==> src/rtl/next_pc_unit_pkg.sv <==
// next_pc_unit_pkg: pipeline types shared by the next-PC unit and its target calculator
package next_pc_unit_pkg;

   typedef enum logic [1:0] {TYPE_OTHER, TYPE_B, TYPE_J, TYPE_JALR} OpType;

   typedef enum logic [1:0] {NPC_RUN, NPC_DRAIN, NPC_TRAP} NextPcState;

   localparam logic [31:0] INSN_BYTES = 32'd4;

   function automatic logic isAligned(input logic [31:0] addr);
      return addr[1:0] == 2'b00;
   endfunction

endpackage

==> src/rtl/next_pc_unit_target.sv <==
// branch_target_calc: redirect target op1+op2 with JALR bit-0 clearing and alignment check
module branch_target_calc
   import next_pc_unit_pkg::*;
(
   input  logic [31:0] op1,
   input  logic [31:0] op2,
   input  logic        isJalr,
   output logic [31:0] tgt,
   output logic        misaligned
);

   logic [31:0] sum;

   assign sum        = op1 + op2;
   assign tgt        = {sum[31:1], sum[0] & ~isJalr};
   assign misaligned = ~isAligned(tgt);

endmodule

==> src/rtl/next_pc_unit.sv <==
// next_pc_unit: owns the fetch PC, redirects on taken B/J/JALR, drains the front end and traps misaligned targets
module next_pc_unit
   import next_pc_unit_pkg::*;
#(
   parameter logic [31:0] RESET_PC     = 32'h0000_0000,
   parameter logic [31:0] TRAP_VEC     = 32'h0000_0100,
   parameter int          FLUSH_CYCLES = 1
) (
   input  logic        clk,
   input  logic        rstN,
   input  logic        exValid,
   input  OpType       exOpType,
   input  logic        exBrTaken,
   input  logic [31:0] irregPcOp1,
   input  logic [31:0] irregPcOp2,
   input  logic        fetchReady,
   input  logic        trapAck,
   output logic        fetchValid,
   output logic [31:0] fetchPc,
   output logic        flush,
   output logic        trapValid,
   output logic [31:0] trapTval
);

   NextPcState  state, stateNext;
   logic [31:0] pc, pcNext, tvalNext, tgt;
   logic [2:0]  cnt, cntNext;
   logic        misaligned, isCtrl, redirect;

   branch_target_calc targetCalc (
      .op1       (irregPcOp1),
      .op2       (irregPcOp2),
      .isJalr    (exOpType == TYPE_JALR),
      .tgt       (tgt),
      .misaligned(misaligned)
   );

   assign isCtrl   = exOpType == TYPE_J || exOpType == TYPE_JALR || (exOpType == TYPE_B && exBrTaken);
   assign redirect = rstN && state == NPC_RUN && exValid && isCtrl;
   assign fetchPc  = pc;

   // Redirect outranks the fetch handshake, so a same-cycle pc+4 is dropped.
   always_comb begin
      stateNext  = state;
      pcNext     = pc;
      cntNext    = cnt;
      tvalNext   = trapTval;
      fetchValid = 1'b0;
      flush      = 1'b0;
      trapValid  = 1'b0;
      case (state)
         NPC_RUN: begin
            fetchValid = rstN;
            flush      = redirect;
            if (redirect && !misaligned) begin
               pcNext    = tgt;
               cntNext   = 3'(FLUSH_CYCLES);
               stateNext = NPC_DRAIN;
            end else if (redirect) begin
               tvalNext  = tgt;
               stateNext = NPC_TRAP;
            end else if (fetchReady) begin
               pcNext = pc + INSN_BYTES;
            end
         end
         NPC_DRAIN: begin
            cntNext   = cnt - 3'd1;
            stateNext = cnt <= 3'd1 ? NPC_RUN : NPC_DRAIN;
         end
         NPC_TRAP: begin
            trapValid = rstN;
            pcNext    = trapAck ? TRAP_VEC : pc;
            stateNext = trapAck ? NPC_RUN : NPC_TRAP;
         end
         default: stateNext = NPC_RUN;
      endcase
   end

   always_ff @(posedge clk) begin
      if (!rstN) begin
         state    <= NPC_RUN;
         pc       <= RESET_PC;
         cnt      <= 3'd0;
         trapTval <= 32'd0;
      end else begin
         state    <= stateNext;
         pc       <= pcNext;
         cnt      <= cntNext;
         trapTval <= tvalNext;
      end
   end

endmodule
==> config.mk <==
export PLATFORM = sky130hd
export DESIGN_NAME = next_pc_unit
export DESIGN_NICKNAME = d
export VERILOG_FILES = /design/src/rtl/next_pc_unit_pkg.sv /design/src/rtl/next_pc_unit_target.sv /design/src/rtl/next_pc_unit.sv
export SDC_FILE = /design/constraint.sdc
export NUM_CORES = 1
export LEC_CHECK = 0
export CAP_MARGIN = 20
export CORE_AREA = 2 2 128 93
export DETAILED_ROUTE_END_ITERATION = 10
export DIE_AREA = 0 0 130 95
export GPL_TIMING_DRIVEN = 0
export PLACE_DENSITY = 0.78
export SLEW_MARGIN = 20
export SYNTH_ARGS = -nofsm -noshare
export SYNTH_HDL_FRONTEND = slang
export SYNTH_SLANG_ARGS = --single-unit
==> constraint.sdc <==
create_clock -name clk -period 4.8 [get_ports clk]
set_input_delay 0.96 -clock clk [delete_from_list [all_inputs] [get_ports clk]]
set_output_delay 0.96 -clock clk [all_outputs]
set_load 0.005 [all_outputs]
==> results of run 1 <==
## power by group through the flow
| stage | Clock, µW | Combinational, µW | Sequential (µW) |
|---|---|---|---|
| 2_1_floorplan | 0 | 344 | 640 |
| 3_3_place_gp | 0 | 589 | 645 |
| 3_5_place_dp | 0 | 601 | 645 |
| 4_1_cts | 698 | 604 | 634 |
| 5_1_grt | 725 | 671 | 638 |
| 6_report | 699 | 618 | 636 |
## logic make-up (layout without fill, tap and decap cells)
family	after synthesis	after routing	synth area share
fa+ha+maj	35	35	0.0850
buf+inv	62	215	0.0490
flops	69	69	0.264
xor+xnor	35	35	0.0585
compound gates	236	236	0.291
simple gates	271	271	0.251
mux	1	1	0.00191
## metal layers
layer  wire length, µm  part of all wire  vias to the layer above  GRT usage
li1                  -                 -                     2888          -
met1              8780              0.45                     2853      0.441
met2              8100              0.42                      363      0.473
met3              2100              0.11                       31     0.0720
met4               340             0.018                        0     0.0744
met5                 0                 0                        -          0
## state kept, by name, summed over array words and instances, names as in the netlist
register	flops
cnt	3
state	2
trapTval	32
fetchPc	32
## cell usage in the layout (no fill, tap or decap), types with 13 or more instances in the layout
cell type | Yosys | final
nand3_1 | 34 | 34
xnor2_1 | 20 | 20
a21oi_1 | 77 | 77
nand4_1 | 13 | 13
clkdlybuf4s50_1 | 0 | 137
buf_2 | 16 | 16
dfxtp_1 | 69 | 69
xor2_1 | 15 | 15
nand2_1 | 100 | 100
inv_1 | 19 | 19
ha_1 | 34 | 34
clkbuf_1 | 24 | 25
a21o_1 | 14 | 14
o21ai_0 | 49 | 49
nor2_1 | 44 | 44
## final cells by class
type	count	area, µm²
plain buffers	42	181
fillers	996	4150
inverters	20	75.1
clock buffers	13	270
well taps	157	196
flip-flops and latches	69	1380
repair buffers	137	1370
clock inverters	3	42.5
multi-input cells	578	3600
## tightest hold or removal path, delay by kind of cell (launching register included)
kind / cells / cell delay, ns
flip-flops: 1 / 0.31
AO/OA/AOI/OAI: 1 / 0.05
AND/OR/NAND/NOR: 1 / 0.05
## worst paths after layout
path / slack (ns) / cells after the start / to
max: 0.97 / 12 / fetchPc[28]
min: 0.46 / 2 / trapTval[5]
max reg2reg: 2.17 / 9 / fetchPc[28]
min reg2reg: 0.46 / 2 / trapTval[5]
## per-stage QoR
stage / setup WS (ns) / utilization / total power, µW
after detailed placement: 0.719 / 0.604 / 1250
after global placement: 0.763 / 0.604 / 1230
final: 0.969 / 0.631 / 1950
after CTS: 1.04 / 0.631 / 1940
after global routing: 0.797 / 0.631 / 2030
after floorplan: 1.67 / - / 984
==> run_results.csv, run 1 <==
group,metric,value,unit
run_status,outcome,"complete, no violations",
global_route,grt_pass1_wl,29400,µm
power_and_ir_drop,clkPwrFrac,0.358,
yosys,syn-num-nets,816,
placed_design,io_buffer_count,137,
sta,fin_crit,3.83,ns
power_and_ir_drop,internal_power,1310,µW
critical_path,worst_ep_required_time,4.99,ns
final_layout,stdcell_count,1019,
clock_network,cts_root_buf,"clkbuf_16",
run,maxCapViolations,0,
power_and_ir_drop,sw_frac_of_total,0.331,
detailed_routing,vias,6135,
yosys,synth_cell_types,70,
critical_path,cp-end-kind,"register",
power_and_ir_drop,power_frac_comb,0.317,
floorplan,initial_core_util,0.465,
global_route,gr-usage-all-layers,0.310,
floorplan,die_area,12400,µm²
detailed_routing,drtIter0Drc,614,
power_and_ir_drop,leakage,0.00266,µW
sta,finalSetupTns,0,ns
yosys,synth_edf_count,0,
sta,final_hold_viol_count,0,
yosys,yosysTopAreaCellShare,0.264,
critical_path,crit_path_max_fanout,10,
global_route,grt_pass1_vias,5559,
yosys,synthArstFlopShare,0,
critical_path,crit_path_top_delay_cell,"fa_1",
placed_design,routabilityCongestion,0.945,
global_route,globalRouteOverflowTotal,0,
clock_network,cts_tree,"done",
sta,fin_worst_skew,0.00885,ns
clock_network,clk_latency,0.33,ns
detailed_routing,drc_errors,0,
critical_path,crit_path_cell_trace,"clkdlybuf4s50_1 -> ha_1 -> inv_1 -> fa_1 -> nand2b_1 -> nand2_1 -> and4b_1 -> buf_2 -> buf_2 -> a21oi_1 -> o21ai_0 -> o31ai_2",
power_and_ir_drop,pwr-share-seq,0.325,
placed_design,dpl_cell_area,6810,µm²
yosys,syn_inst,709,
critical_path,slowest_delay,0.61,ns
yosys,synth.most_common_cell,"nand2_1",
critical_path,cp-startpoint,"irregPcOp1[0]",
worst_hold_path,hold_start,"trapTval[5]",
clock_network,cts.clk_slew.worst_paths,0.06,ns
clock_network,ctsHoldBuffers,0,
sta,slew_headroom,0.485,
clock_network,cts_inserted_buffers,9,
floorplan,rows,33,
sta,hold_slack,0.456,ns
sta,tightest_slew,0.770,ns
yosys,yosys-top-cells-area,"dfxtp_1, ha_1, a21oi_1",
detailed_routing,drt-wirelength-per-cell,19.0,µm
detailed_routing,via_per_inst,6.02,
critical_path,arrival,4.02,ns
placed_design,dp_cells,1003,
yosys,dominantRegCellSynth,"dfxtp_1",
clock_network,cts_setup_buffers,0,
power_and_ir_drop,peakVddDrop,0.214,mV
yosys,synthesis.area,5240,µm²
placed_design,dp_hpwl,15100,µm
sta,finalSetupViolations,0,
final_layout,drive_gt1_frac,0.0557,
final_layout,synthToLayoutAreaGrowth,35.9,%
sta,fin_crit_sh,0.798,
final_layout,final_nets,964,
clock_network,htreeDepth,3,
critical_path,worstSetupPathType,"primary input to register",
power_and_ir_drop,p_sw,646,µW
critical_path,critical_path.top_delay_family,"buffers and inverters",
critical_path,path_common_cell,"buf_2",
final_layout,stdcell_area,7120,µm²
clock_network,clk_path_buf_depth,2,
final_layout,antenna_cells,0,
yosys,ys_top_cells_by_count,"nand2_1, a21oi_1, dfxtp_1, o21ai_0, nor2_1",
yosys,yosysWarnings,0,
sta,slew_violations,0,
floorplan,core_area,11300,µm²
sta,rsz0062_at_grt,"false",
yosys,syn_area_per_cell,7.39,µm²
floorplan,die-width,130,µm
detailed_routing,ant_nets,0,
floorplan,ios,139,
global_route,antenna_found_initial,0,
yosys,seq_area_frac_synth,0.264,
clock_network,ctsResizeCount,0,
detailed_routing,wl,19300,µm
worst_hold_path,hold_path_class,"register to register",
detailed_routing,first_pass_iters,7,
power_and_ir_drop,power.density,274,nW/µm²
yosys,synth_largest_area_cell,"dfxtp_1",
critical_path,rr_startpoint,"fetchPc[2]",
critical_path,worst_setup_path_start_kind,"primary input",
critical_path,crit_buf_inv,4,
yosys,ys_ff_latch,69,
sta,clock.fmax,0.261,GHz
floorplan,fp.dieH,95,µm
clock_network,clock_sinks,69,
global_route,grt_max_degree,12,
Power figures use the tool's default switching activity.
==> run 2, diff against run 1 <==
--- a/config.mk
+++ b/config.mk
@@ -6,11 +6,11 @@
 export NUM_CORES = 1
 export LEC_CHECK = 0
 export CAP_MARGIN = 20
-export CORE_AREA = 2 2 128 93
+export CORE_AREA = 2 2 132 96
 export DETAILED_ROUTE_END_ITERATION = 10
-export DIE_AREA = 0 0 130 95
+export DIE_AREA = 0 0 134 98
 export GPL_TIMING_DRIVEN = 0
-export PLACE_DENSITY = 0.78
+export PLACE_DENSITY = 0.77
 export SLEW_MARGIN = 20
 export SYNTH_ARGS = -nofsm -noshare
 export SYNTH_HDL_FRONTEND = slang
==> constraint.sdc (replaced) <==
create_clock -name clk -period 3.4 [get_ports clk]
set_input_delay 0.68 -clock clk [delete_from_list [all_inputs] [get_ports clk]]
set_output_delay 0.68 -clock clk [all_outputs]
set_load 0.005 [all_outputs]
==> run 2 against run 1 <==
Effect of this change:
- register-to-register slack lost 1.3 ns
- clock power grew 46%
- global-route usage shrank 4.4 points
- setup slack lost 0.85 ns
- critical path depth shrank 2
- final area grew 1.0%
- largest power group unchanged
- highest routed layer unchanged
==> run_results.csv, run 2 (same netlist as run 1, synthesis figures left out) <==
group,metric,value,unit
critical_path,worst_setup_path_start_kind,"primary input",
run_status,outcome,"complete, no violations",
sta,rsz0062_at_grt,"false",
detailed_routing,ant_nets,0,
clock_network,cts_root_buf,"clkbuf_16",
placed_design,routabilityCongestion,0.931,
sta,finalSetupTns,0,ns
global_route,grt_max_degree,13,
critical_path,worstSetupPathType,"primary input to register",
sta,clock.fmax,0.305,GHz
final_layout,seq_area,1380,µm²
floorplan,rows,34,
final_layout,antenna_cells,0,
global_route,grt_pass1_vias,5396,
floorplan,initial_core_util,0.438,
clock_network,cts.clk_slew.worst_paths,0.06,ns
final_layout,drive_gt1_frac,0.0626,
clock_network,htreeDepth,3,
clock_network,clock_sinks,69,
floorplan,ios,139,
critical_path,worst_ep_required_time,3.60,ns
placed_design,dp_hpwl,13800,µm
power_and_ir_drop,power.density,386,nW/µm²
detailed_routing,drc_errors,0,
floorplan,die-width,134,µm
detailed_routing,drtIter0Drc,568,
floorplan,die_area,13100,µm²
clock_network,clk_latency,0.34,ns
global_route,globalRouteOverflowTotal,0,
sta,worst_slack,0.121,ns
floorplan,core_area,12000,µm²
detailed_routing,via_per_inst,5.80,
power_and_ir_drop,p_total,2780,µW
global_route,grt_pass1_wl,27800,µm
global_route,antenna_found_initial,0,
sta,slew_headroom,0.499,
sta,finalSetupViolations,0,
sta,tightest_slew,0.746,ns
sta,slew_violations,0,
placed_design,dpl_worst_slack,-0.406,ns
final_layout,layout_common_cells,"clkdlybuf4s50_1, nand2_1, a21oi_1",
final_layout,final_nets,965,
detailed_routing,first_pass_iters,5,
worst_hold_path,hold_path_class,"register to register",
sta,fin_crit_sh,0.965,
global_route,gr-usage-all-layers,0.266,
floorplan,fp.dieH,98,µm
detailed_routing,vias,5936,
detailed_routing,drt-wirelength-per-cell,17.3,µm
critical_path,arrival,3.48,ns
clock_network,cts_inserted_buffers,9,
critical_path,crit_path_max_fanout,5,
clock_network,clk_path_buf_depth,2,
final_layout,multiInputGateArea,3640,µm²
power_and_ir_drop,leakage,0.00269,µW
run,maxCapViolations,0,
critical_path,cp-end-kind,"register",
detailed_routing,wl,17700,µm
final_layout,layout_commonest_cell,"clkdlybuf4s50_1",
power_and_ir_drop,peakVddDrop,0.253,mV
sta,fin_crit,3.28,ns
final_layout,fillers,1119,
sta,final_hold_viol_count,0,
sta,fin_worst_skew,0.00850,ns
placed_design,io_buffer_count,137,
clock_network,cts_tree,"done",
final_layout,synthToLayoutAreaGrowth,37.3,%
[run 2: cell types whose count changed in the layout (fill, tap and decap cells not counted), moves of 2 or more]
| cell | delta |
|---|---|
| clkbuf_8 | -2 |
| clkdlybuf4s50_1 | -2 |
| clkinv_4 | +2 |
| dlymetal6s2s_1 | +2 |
[run 2: worst max-delay path: stages]
cell	delay (ns)
clkdlybuf4s50_1	0.41
ha_1	0.37
a21oi_1	0.33
o221ai_1	0.21
a21oi_1	0.25
nand3_1	0.13
a21oi_1	0.39
o31ai_1	0.17
xnor2_1	0.42
o22ai_1	0.13
[run 2: worst paths after layout]
check	from	to	slack (ns)	cells after the start
max	irregPcOp1[6]	fetchPc[27]	0.12	10
min	trapTval[5]	trapTval[5]	0.46	2
max reg2reg	fetchPc[7]	fetchPc[25]	0.84	8
min reg2reg	trapTval[5]	trapTval[5]	0.46	2
[run 2: per-layer routing]
metal	routed length [µm]	track usage
met1	8310	0.394
met2	7360	0.392
met3	1770	0.0545
met4	282	0.0671
met5	0	0
[run 2: area by class of cell]
class / instances / area share
Inverter: 20 / 0.0104
Clock buffer: 10 / 0.0332
Clock inverter: 5 / 0.0118
Multi-Input combinational cell: 578 / 0.507
Timing Repair Buffer: 138 / 0.192
Buffer: 42 / 0.0252
Sequential cell: 69 / 0.192
Tap cell: 162 / 0.0282
[run 2: what timing repair did]
| action | in CTS | in global routing |
|---|---|---|
| resized for setup | 2 | 10 |
| pin swaps | 0 | 7 |
| setup buffers | 0 | 1 |
| endpoints found under the hold margin | 0 | 0 |
| endpoints found under the setup margin | 2 | 30 |
| hold buffers | 0 | 0 |
[run 2: metrics by stage]
| step | util | area, µm² | hold WS (ns) | instances |
|---|---|---|---|---|
| 2_1_floorplan | - | 5240 | 0.448 | 709 |
| 3_3_place_gp | 0.570 | 6810 | 0.446 | 1008 |
| 3_5_place_dp | 0.570 | 6810 | 0.451 | 1008 |
| 4_1_cts | 0.598 | 7150 | 0.458 | 1023 |
| 5_1_grt | 0.602 | 7190 | 0.479 | 1024 |
| 6_report | 0.602 | 7190 | 0.458 | 1024 |
[run 2: where the power goes]
| group | internal (µW) | total, µW | switching, µW |
|---|---|---|---|
| Combinational | 370 | 858 | 488 |
| Sequential | 853 | 896 | 43.3 |
| Clock | 660 | 1020 | 365 |
==> run 3, diff against run 2 <==
--- a/config.mk
+++ b/config.mk
@@ -5,12 +5,12 @@
 export SDC_FILE = /design/constraint.sdc
 export NUM_CORES = 1
 export LEC_CHECK = 0
-export CAP_MARGIN = 20
-export CORE_AREA = 2 2 132 96
+export ABC_AREA = 1
+export CORE_AREA = 2 2 139 100
 export DETAILED_ROUTE_END_ITERATION = 10
-export DIE_AREA = 0 0 134 98
+export DIE_AREA = 0 0 141 102
 export GPL_TIMING_DRIVEN = 0
-export PLACE_DENSITY = 0.77
+export PLACE_DENSITY = 0.78
 export SLEW_MARGIN = 20
 export SYNTH_ARGS = -nofsm -noshare
 export SYNTH_HDL_FRONTEND = slang
==> run 3 against run 2 <==
Effect of this change:
- setup slack better by 0.14 ns
- core utilization increased by 0.76 points
- critical path depth down 5
- first-iteration DRC count down 9.5%
- register-to-register slack improved by 0.45 ns
- synthesized area is 15% higher
- total power fell by 3.0%
- via count rose by 18%
- cell count increased by 35%
- synthesized cell count increased by 50%
- non-clock buffer count decreased by 19
- routed wire length up 11%
==> run_results.csv, run 3 <==
group,metric,value,unit
run_status,outcome,"complete, no violations",
yosys,ys_ff_latch,69,
yosys,syn_area_per_cell,5.69,µm²
run,maxCapViolations,0,
clock_network,ctsHoldBuffers,0,
detailed_routing,wl_met2,7820,µm
detailed_routing,topRoutingLayerUsed,"met4",
clock_network,cts_root_buf,"clkbuf_16",
detailed_routing,first_pass_iters,5,
detailed_routing,wl_met3,1660,µm
critical_path,crit_path_max_fanout,11,
sta,slew_violations,0,
yosys,seq_area_frac_synth,0.229,
clock_network,cts_setup_buffers,0,
detailed_routing,drt-wirelength-per-cell,14.3,µm
final_layout,fillers,1311,
detailed_routing,drtIter0Drc,514,
clock_network,cts_tree,"done",
yosys,synth_largest_area_cell,"dfxtp_1",
yosys,syn-num-nets,1167,
sta,fin_crit,3.14,ns
detailed_routing,vias,7020,
sta,tightest_slew,0.684,ns
floorplan,ios,139,
yosys,synthArstFlopShare,0,
clock_network,ctsResizeCount,1,
critical_path,arrival,2.46,ns
final_layout,synthToLayoutAreaGrowth,31.3,%
detailed_routing,via_per_inst,5.09,
final_layout,fin_util,0.609,
power_and_ir_drop,peakVddDrop,0.265,mV
final_layout,antenna_cells,0,
clock_network,clock_sinks,69,
clock_network,cts_inserted_buffers,9,
yosys,yosysTopAreaCellShare,0.229,
critical_path,worst_ep_required_time,2.72,ns
yosys,synthesis.area,6040,µm²
yosys,synth_cell_types,38,
yosys,yosysWarnings,0,
clock_network,htreeDepth,3,
floorplan,die_area,14400,µm²
power_and_ir_drop,power.density,340,nW/µm²
final_layout,layout_commonest_cell,"nand2_1",
global_route,grt_pass1_vias,6055,
global_route,gr-usage-all-layers,0.275,
sta,hold_slack,0.437,ns
final_layout,final_nets,1315,
yosys,synth_edf_count,0,
floorplan,initial_core_util,0.464,
placed_design,io_buffer_count,138,
global_route,antenna_found_initial,0,
global_route,grt_max_degree,13,
critical_path,worst_setup_path_start_kind,"primary input",
yosys,ys_top_cells_by_count,"nand2_1, inv_1, nor2_1, a21oi_1, dfxtp_1",
floorplan,die-width,141,µm
critical_path,worstSetupPathType,"primary input to output pin",
floorplan,rows,35,
yosys,synth.most_common_cell,"nand2_1",
global_route,grt_pass1_wl,31100,µm
placed_design,routabilityCongestion,0.936,
detailed_routing,wl,19700,µm
sta,final_hold_viol_count,0,
yosys,syn_inst,1060,
final_layout,drive_gt1_frac,0.0330,
critical_path,cp-end-kind,"output pin",
yosys,yosys-top-cells-area,"dfxtp_1, nand2_1, inv_1",
worst_hold_path,hold_path_class,"register to register",
yosys,dominantRegCellSynth,"dfxtp_1",
clock_network,clk_latency,0.34,ns
power_and_ir_drop,leakage,0.00381,µW
sta,fin_worst_skew,0.00835,ns
detailed_routing,wl_met1,9960,µm
sta,fin_crit_sh,0.924,
final_layout,layout_common_cells,"nand2_1, inv_1, clkdlybuf4s50_1",
detailed_routing,ant_nets,0,
clock_network,clk_path_buf_depth,2,
sta,slew_headroom,0.543,
sta,finalSetupViolations,0,
global_route,globalRouteOverflowTotal,0,
floorplan,core_area,13000,µm²
clock_network,cts.clk_slew.worst_paths,0.06,ns
sta,rsz0062_at_grt,"false",
sta,clock.fmax,0.318,GHz
floorplan,fp.dieH,102,µm
detailed_routing,drc_errors,0,
placed_design,dp_hpwl,16200,µm
run 3: cell types whose count changed in the layout (fill, tap and decap cells not counted), sizes merged, moves of 12 or more:
cell / delta
a21o: -14
buf: -12
inv: +157
nand2: +266
nand3: +32
nor2: +76
o21ai: -22
run 3: cell type report:
| type | count | area [µm²] | area share |
|---|---|---|---|
| plain buffers | 23 | 108 | 0.0136 |
| clock buffers | 11 | 243 | 0.0306 |
| clock inverters | 5 | 60.1 | 0.00758 |
| inverters | 179 | 676 | 0.0853 |
| multi-input cells | 788 | 3870 | 0.488 |
| flip-flops and latches | 69 | 1380 | 0.174 |
| well taps | 166 | 208 | 0.0262 |
| repair buffers | 138 | 1380 | 0.174 |
run 3: where the power goes:
part	internal (µW)	switching [µW]
Clock	589	369
Sequential	854	51.2
Combinational	354	478
Total	1800	898
run 3: cells by family after synthesis:
| group | synth area share |
|---|---|
| xor gates and xnor gates | 0.0406 |
| AOI/OAI and AO/OA | 0.130 |
| buffers and inverters | 0.130 |
| DFF | 0.229 |
| adders and majority gates | 0.0738 |
| and+or+nand+nor | 0.396 |
run 3: critical path, cell delays in order:
cell and delay, ns:
dlygate4sd2_1 0.45, clkinv_1 0.29, clkbuf_1 0.34, nor2_1 0.18, clkdlybuf4s50_1 0.51
run 3: stage by stage:
stage	setup TNS (ns)	instances	setup WS, ns	power [µW]	cell area, µm²
after floorplan	0	1060	0.766	1410	6040
after global placement	-0.124	1364	-0.108	1730	7620
after detailed placement	-0.282	1364	-0.109	1740	7620
after CTS	0	1379	0.262	2690	7920
after global routing	0	1379	0.0943	2840	7920
final	0	1379	0.259	2700	7920
run 3: worst paths after layout:
path                                  from  slack (ns)           to  cells after the start
worst max-delay path                  rstN        0.26    trapValid                      5
worst min-delay path            fetchPc[1]        0.44   fetchPc[1]                      2
worst max register to register  fetchPc[2]        1.29  fetchPc[24]                      9
worst min register to register  fetchPc[1]        0.44   fetchPc[1]                      2
run 3: per-layer routing:
| layer | GRT usage | vias up |
|---|---|---|
| li1 | - | 3616 |
| met4 | 0.0600 | 0 |
| met5 | 0 | - |
| met3 | 0.0478 | 25 |
| met1 | 0.418 | 3096 |
| met2 | 0.407 | 283 |
